<file path="src/rtl/apb_slave_regfile.sv">
// APB3 completer exposing NUM_REGS word registers with configurable wait states.
// Define APB_SLV_PROTOCOL_CHECK_EN to build the sticky protocol-violation checker.
module apb_slave_regfile #(
  parameter int unsigned NUM_REGS    = 16,
  parameter int unsigned WAIT_STATES = 0,
  parameter logic [31:0] RESET_VAL   = 32'h0
) (
  input  logic        pclk,
  input  logic        presetn,
  input  logic        psel,
  input  logic        penable,
  input  logic [31:0] paddr,
  input  logic        pwrite,
  input  logic [31:0] pwdata,
  output logic [31:0] prdata,
  output logic        pready,
  output logic        pslverr,
  output logic [31:0] ctrl_out,
  output logic        prot_err
);

  localparam int unsigned IW = $clog2(NUM_REGS);

  typedef enum logic {S_IDLE, S_ACCESS} state_e;

  state_e          state_q;
  logic [3:0]      cnt_q;
  logic [IW-1:0]   idx_q;
  logic            pwrite_q;
  logic            err_q;
  logic [31:0]     regs_q [NUM_REGS];

  logic [IW-1:0]   idx_d;
  logic            addr_err_d;
  logic            setup_ev;
  logic            complete_ev;
  logic            wr_en;
  logic [NUM_REGS-1:0] wr_sel;

  assign idx_d       = paddr[2 +: IW];
  assign addr_err_d  = (paddr[1:0] != 2'b00) || (paddr[31:2+IW] != '0);
  assign setup_ev    = (state_q == S_IDLE) && psel && !penable;
  assign complete_ev = (state_q == S_ACCESS) && psel && (cnt_q == 4'd0);
  assign wr_en       = complete_ev && pwrite_q && !err_q;

  always_ff @(posedge pclk) begin
    if (!presetn) begin
      state_q  <= S_IDLE;
      cnt_q    <= 4'd0;
      idx_q    <= '0;
      pwrite_q <= 1'b0;
      err_q    <= 1'b0;
    end else begin
      case (state_q)
        S_IDLE: begin
          if (setup_ev) begin
            state_q  <= S_ACCESS;
            cnt_q    <= 4'(WAIT_STATES);
            idx_q    <= idx_d;
            pwrite_q <= pwrite;
            err_q    <= addr_err_d;
          end
        end
        S_ACCESS: begin
          // A dropped psel abandons the transfer without a response.
          if (!psel || cnt_q == 4'd0) begin
            state_q <= S_IDLE;
          end else begin
            cnt_q <= cnt_q - 4'd1;
          end
        end
      endcase
    end
  end

  genvar gi;
  generate
    for (gi = 0; gi < NUM_REGS; gi++) begin : g_wr_sel
      assign wr_sel[gi] = wr_en && (idx_q == IW'(gi));
    end
  endgenerate

  always_ff @(posedge pclk) begin
    for (int i = 0; i < NUM_REGS; i++) begin
      if (!presetn) begin
        regs_q[i] <= RESET_VAL;
      end else if (wr_sel[i]) begin
        regs_q[i] <= pwdata;
      end
    end
  end

  assign pready   = (state_q == S_ACCESS) && (cnt_q == 4'd0);
  assign pslverr  = pready && err_q;
  assign prdata   = (pready && !pwrite_q && !err_q) ? regs_q[idx_q] : 32'h0;
  assign ctrl_out = regs_q[0];

`ifdef APB_SLV_PROTOCOL_CHECK_EN
  logic [31:0] paddr_q;
  logic        prot_err_q;
  logic        viol;

  assign viol = ((state_q == S_IDLE) && psel && penable) ||
                ((state_q == S_ACCESS) && psel && ((paddr != paddr_q) || (pwrite != pwrite_q))) ||
                ((state_q == S_ACCESS) && !psel && !pready);

  always_ff @(posedge pclk) begin
    if (!presetn) begin
      paddr_q    <= 32'h0;
      prot_err_q <= 1'b0;
    end else begin
      if (setup_ev) begin
        paddr_q <= paddr;
      end
      if (viol) begin
        prot_err_q <= 1'b1;
      end
    end
  end

  assign prot_err = prot_err_q;
`else
  assign prot_err = 1'b0;
`endif

endmodule

</file>
<file path="config.mk">
export PLATFORM = sky130hd
export DESIGN_NAME = apb_slave_regfile
export DESIGN_NICKNAME = d
export VERILOG_FILES = /design/src/rtl/apb_slave_regfile.sv
export SDC_FILE = /design/constraint.sdc
export NUM_CORES = 1
export LEC_CHECK = 0
export CAP_MARGIN = 20
export CORE_UTILIZATION = 30
export CTS_CLUSTER_SIZE = 28
export DETAILED_ROUTE_END_ITERATION = 10
export GPL_TIMING_DRIVEN = 0
export PLACE_DENSITY = 0.46
export SYNTH_ARGS = -nofsm -noshare
export SYNTH_HDL_FRONTEND = slang
export SYNTH_SLANG_ARGS = --single-unit
</file>
<file path="constraint.sdc">
create_clock -name pclk -period 5.35 [get_ports pclk]
set_clock_uncertainty 0.05 [all_clocks]
set_input_delay 0.535 -clock pclk [delete_from_list [all_inputs] [get_ports pclk]]
set_output_delay 0.535 -clock pclk [all_outputs]
set_load 0.01 [all_outputs]
</file>
==> flow_summary.ini, run 1 <==
[floorplan]
start_util_pct = 30.3
die_h_microns = 287
io_pins = 136
rows = 104
dieArea_sq_mm = 0.0825
die_w_microns = 287
core_sq_mm = 0.0805

[cells_and_area]
seqCellArea_sq_mm = 0.0157
nets = 1861
drive_gt1_share_pct = 20.3
utilization_pct = 36.8
multi_input_area_sq_mm = 0.00773
fillers = 7555
area_growth_pct = 21.5

[clocking]
cts.sinks = 527
clk_latency_ps = 610
clk_pin_slew_ps = 60
ctsResizeCount = 0
cts-root-buf = clkbuf_16
cts_hold_buffers = 0
clock_path_buffers = 3
cts_tree = done
numCtsBuffers = 58
post_cts_buffers = 0
htreeDepth = 2

[route]
viasPerCell = 4.84
wire_per_inst_microns = 27.3
initialDrtViolationCount = 1029
ant_nets = 0
dr.pass1.iters = 5
drc = 0
drt_wl_total_mm = 79.3
vias = 14000

[worst_setup_path]
crit_type = reg -> out
arrival_ps = 4540
worst_setup_path_start_kind = flop
worstPathRequired_ps = 4760
ff2ff_setup_slack_ps = 2420
cp_max_fo = 10
endpoint_kind = output pin

[synth]
synth_common_cells = 513 x and2_1, 512 x edfxtp_1, 125 x mux4_2
synth.most_common_cell = and2_1
synth_area_leaders = edfxtp_1 63%, and2_1 13%, mux4_2 12%
synth_async_sr_flop_share_pct = 0
syn_nets = 1636
syn_inst = 1566
yosysSeqAreaShare_pct = 64.2
syn_area_sq_mm = 0.0244
synth_top_area_share_pct = 63.0
synth_top_area_cell = edfxtp_1
ys_types = 42
synth-edff-count = 512
avgSynthCellArea_sq_um = 15.6
yosys_warnings = 0
ys_ff_latch = 527
synth-main-ff-cell = edfxtp_1

[sta]
worst_slew_pin_slew_ps = 1180
setup_ws_ps = 226
timing.final.crit_period_ps = 5120
fin_crit_sh_pct = 95.8
timing.hold.ws_ps = 503
max_freq_mhz = 195
slew_violations = 0
finalSetupViolations = 0
rsz0062_at_grt = no
hold_violations = 0
relSlewSlack_pct = 21.0

[global_route]
grt_pass1_wl_mm = 111
overflow = 0
grt_max_degree = 20
track_usage_pct = 19.4
grt_pass1_vias = 14800
antenna_found_initial = 10

[pwr]
power_density_mw_per_mm2 = 304
leakage_nw = 10.5
ir_drop_mv = 0.206

[placement]
portBuffers = 134
dp_slack_ps = 935
dpl.hpwl_mm = 54.1
routabilityCongestion = 0.775

[outcome]
status = finished clean

[min_path]
hp-class = in -> reg

[run]
cap_viol_max_count = 0
[layout make-up]
type	count	share of cell area, %
sequential	527	52.8
timing repair buffer	165	6.92
buffer	132	3.15
clock buffer	71	5.06
tap	1060	4.47
multi-input combinational	839	26.1
clock inverter	37	0.603
inverter	68	0.860
antenna	4	0.0337
[cells in the final DEF (no fill, tap or decap), drive strengths merged, types with 2 or more instances in the layout]
cell type and n:
nand3b 4, nand3 4, nor2 24, buf 111, mux2i 11, o221ai 31
mux4 125, nand2b 2, or2 4, nand2 37, nor4 8, mux2 31
clkinv 34, nor3 2, clkbuf 123, or4 4, nand4 3, clkdlybuf4s50 134
o21ai 17, diode 4, inv 71, dfxtp 15, a21oi 2, edfxtp 512
and2 513, or3 2
[worst max-delay path: stages, from the launching register on]
cell and delay, ps:
dfxtp_1 320, inv_1 90, ha_1 250, nand4bb_4 180, nor3_1 740, nand2_1 420
clkbuf_1 580, o221ai_1 670, clkdlybuf4s50_1 660
[flip-flops by register name, indices dropped and copies added, names as in the netlist, named ones only]
name      flops
state_q       1
err_q         1
cnt_q         4
pwrite_q      1
regs_q      512
idx_q         4
[per-stage QoR]
stage,total power [mW],cells,setup TNS (ps),instance area [sq um]
2_1_floorplan,5.09,1566,0,24400
3_3_place_gp,5.43,2760,-1289440,27100
3_5_place_dp,5.47,2789,0,28000
4_1_cts,9.11,2897,0,29600
5_1_grt,9.29,2900,0,29700
6_report,9.02,2903,0,29700
[layer usage]
layer	GRT usage (%)	vias to the layer above	wire length, microns
met3	2.90	88	4410
li1	-	6175	-
met4	4.60	0	1650
met5	0	-	0
met1	26.5	7337	34600
met2	32.4	447	38600
[final timing paths]
path,from,end,depth (start not counted)
max,cnt_q[0],prdata[13],8
min,pwrite,pwrite_q,3
max reg2reg,cnt_q[0],regs_q[14][31],8
min reg2reg,idx_q[0],idx_q[0],2
[cell families (layout without fill, tap and decap cells)]
| logic type | after synthesis | after routing | synth area share (%) |
|---|---|---|---|
| AND/OR/NAND/NOR | 611 | 611 | 15.6 |
| flip-flops | 527 | 527 | 64.2 |
| buffers and inverters | 200 | 473 | 4.88 |
| multiplexers | 167 | 167 | 13.4 |
| AO/OA/AOI/OAI | 58 | 58 | 1.79 |
| adder cells (fa/ha/maj) | 1 | 1 | 0.0512 |
| other | 1 | 5 | 0.0154 |
| XOR/XNOR | 1 | 1 | 0.0359 |
[power by group]
| group | switching (mW) | leakage, nW | total, mW | internal, mW |
|---|---|---|---|---|
| logic | 0.393 | 4.26 | 0.681 | 0.288 |
| clock network | 1.67 | 0.819 | 3.65 | 1.98 |
| registers | 0.0449 | 5.42 | 4.69 | 4.65 |
No activity file was read; power rests on OpenSTA's default activity.
==> run 2, diff against run 1 <==
Settings changed: CTS_CLUSTER_SIZE 28 to not set, MAX_ROUTING_LAYER set to met4, SLEW_MARGIN set to 20.
==> flow_summary.ini, run 2 (synthesized netlist as in run 1, its figures left out) <==
[sta]
hold_violations = 0
setup_ws_ps = 251
rsz0062_at_grt = no
slew_violations = 0
finalSetupViolations = 0
timing.final.crit_period_ps = 5100
timing.hold.ws_ps = 504
relSlewSlack_pct = 24.6
finalSetupTns_ps = 0
fin_crit_sh_pct = 95.3
max_freq_mhz = 196
worst_slew_pin_slew_ps = 1130

[global_route]
grt_max_degree = 18
antenna_found_initial = 5
grt_pass1_wl_mm = 111
grt_pass1_vias = 14600
track_usage_pct = 20.0
overflow = 0

[worst_setup_path]
startpoint = cnt_q[0]
reg2reg_from = cnt_q[0]
endpoint_kind = output pin
arrival_ps = 4510
worst_setup_path_start_kind = flop
crit_type = reg -> out
worstPathRequired_ps = 4760
cp_max_fo = 10

[clocking]
numCtsBuffers = 59
htreeDepth = 2
clk_latency_ps = 620
cts_hold_buffers = 0
cts-root-buf = clkbuf_16
cts.sinks = 527
ctsResizeCount = 0
clock_path_buffers = 3
cts_tree = done
post_cts_buffers = 0
clk_pin_slew_ps = 60

[placement]
routabilityCongestion = 0.785
portBuffers = 134
dp_slack_ps = 871
dpl.hpwl_mm = 54.4
postPlaceCellArea_sq_mm = 0.0281

[pwr]
power_density_mw_per_mm2 = 313
ir_drop_mv = 0.198
leakage_nw = 10.6

[cells_and_area]
fillers = 7490
largest_register_ffs = 512
design_area_sq_mm = 0.0299
final_cell_mix = 513 x and2_1, 512 x edfxtp_1, 134 x clkdlybuf4s50_1, 125 x mux4_2, 68 x inv_1
drive_gt1_share_pct = 21.3
area_growth_pct = 22.6
layout_commonest_cell = and2_1
nets = 1862
utilization_pct = 37.2
regMostFlops = regs_q
top_regs = regs_q x512, cnt_q x4, idx_q x4

[outcome]
status = finished clean

[min_path]
worstHoldStart = pwrite
hp-class = in -> reg

[run]
cap_viol_max_count = 0

[route]
vias = 14200
dr.pass1.iters = 5
drt_wl_total_mm = 79.8
initialDrtViolationCount = 1172
viasPerCell = 4.88
wire_per_inst_microns = 27.5
ant_nets = 0
drc = 0

[floorplan]
core_sq_mm = 0.0805
dieArea_sq_mm = 0.0825
rows = 104
die_w_microns = 287
die_h_microns = 287
start_util_pct = 30.3
io_pins = 136
## run 2: cell types whose count changed in the layout (fill, tap and decap cells not counted), moves of 2 or more
cell,previous run,this run
clkinv_2,6,11
clkbuf_2,0,4
buf_16,17,24
clkbuf_8,0,2
bufinv_16,0,5
clkbuf_1,65,59
clkinv_1,26,18
buf_12,9,3
## run 2: layer usage
layer	up-vias	GRT usage, %	share of wire (%)
li1	6177	-	-
met1	7474	26.9	45
met2	446	32.3	48
met3	96	2.49	4.9
met4	0	4.63	2.1
met5	-	-	0
## run 2: metrics by stage
step                      power [mW]  std cells
after floorplan                 5.09       1566
after global placement          5.43       2760
after detailed placement        5.48       2791
after CTS                       9.47       2903
after global routing            9.65       2904
final                           9.38       2907
## run 2: cell type report
class | count | area (sq um) | share of cell area, %
sequential | 527 | 15700 | 52.4
multi-input combinational | 839 | 7740 | 25.9
timing repair buffer | 165 | 2120 | 7.09
clock buffer | 72 | 1550 | 5.16
tap | 1060 | 1330 | 4.43
buffer | 132 | 941 | 3.14
clock inverter | 40 | 324 | 1.08
inverter | 68 | 255 | 0.853
antenna | 4 | 10.0 | 0.0334
## run 2: path summary, 6_finish.rpt
kind / slack (ps) / cells after the start / endpoint
max: 250 / 8 / prdata[20]
min: 500 / 3 / pwrite_q
max reg2reg: 2430 / 8 / regs_q[13][10]
min reg2reg: 520 / 2 / flop
## run 2: power by group
group | internal (mW) | switching, mW
logic | 0.296 | 0.398
registers | 4.65 | 0.0449
clock network | 2.29 | 1.71
## run 2: critical path, stage by stage, from the launching register on
cell	delay, ps
dfxtp_1	320
inv_1	90
ha_1	270
nand4bb_4	190
nor3_1	740
nand2_1	430
clkbuf_1	560
o221ai_1	640
clkdlybuf4s50_1	640
==> run 3, diff against run 2 <==
Settings changed: CTS_CLUSTER_DIAMETER set to 100.
==> results of run 3 <==
Same layout as run 2: the final DEF is identical, and so are final timing and power.
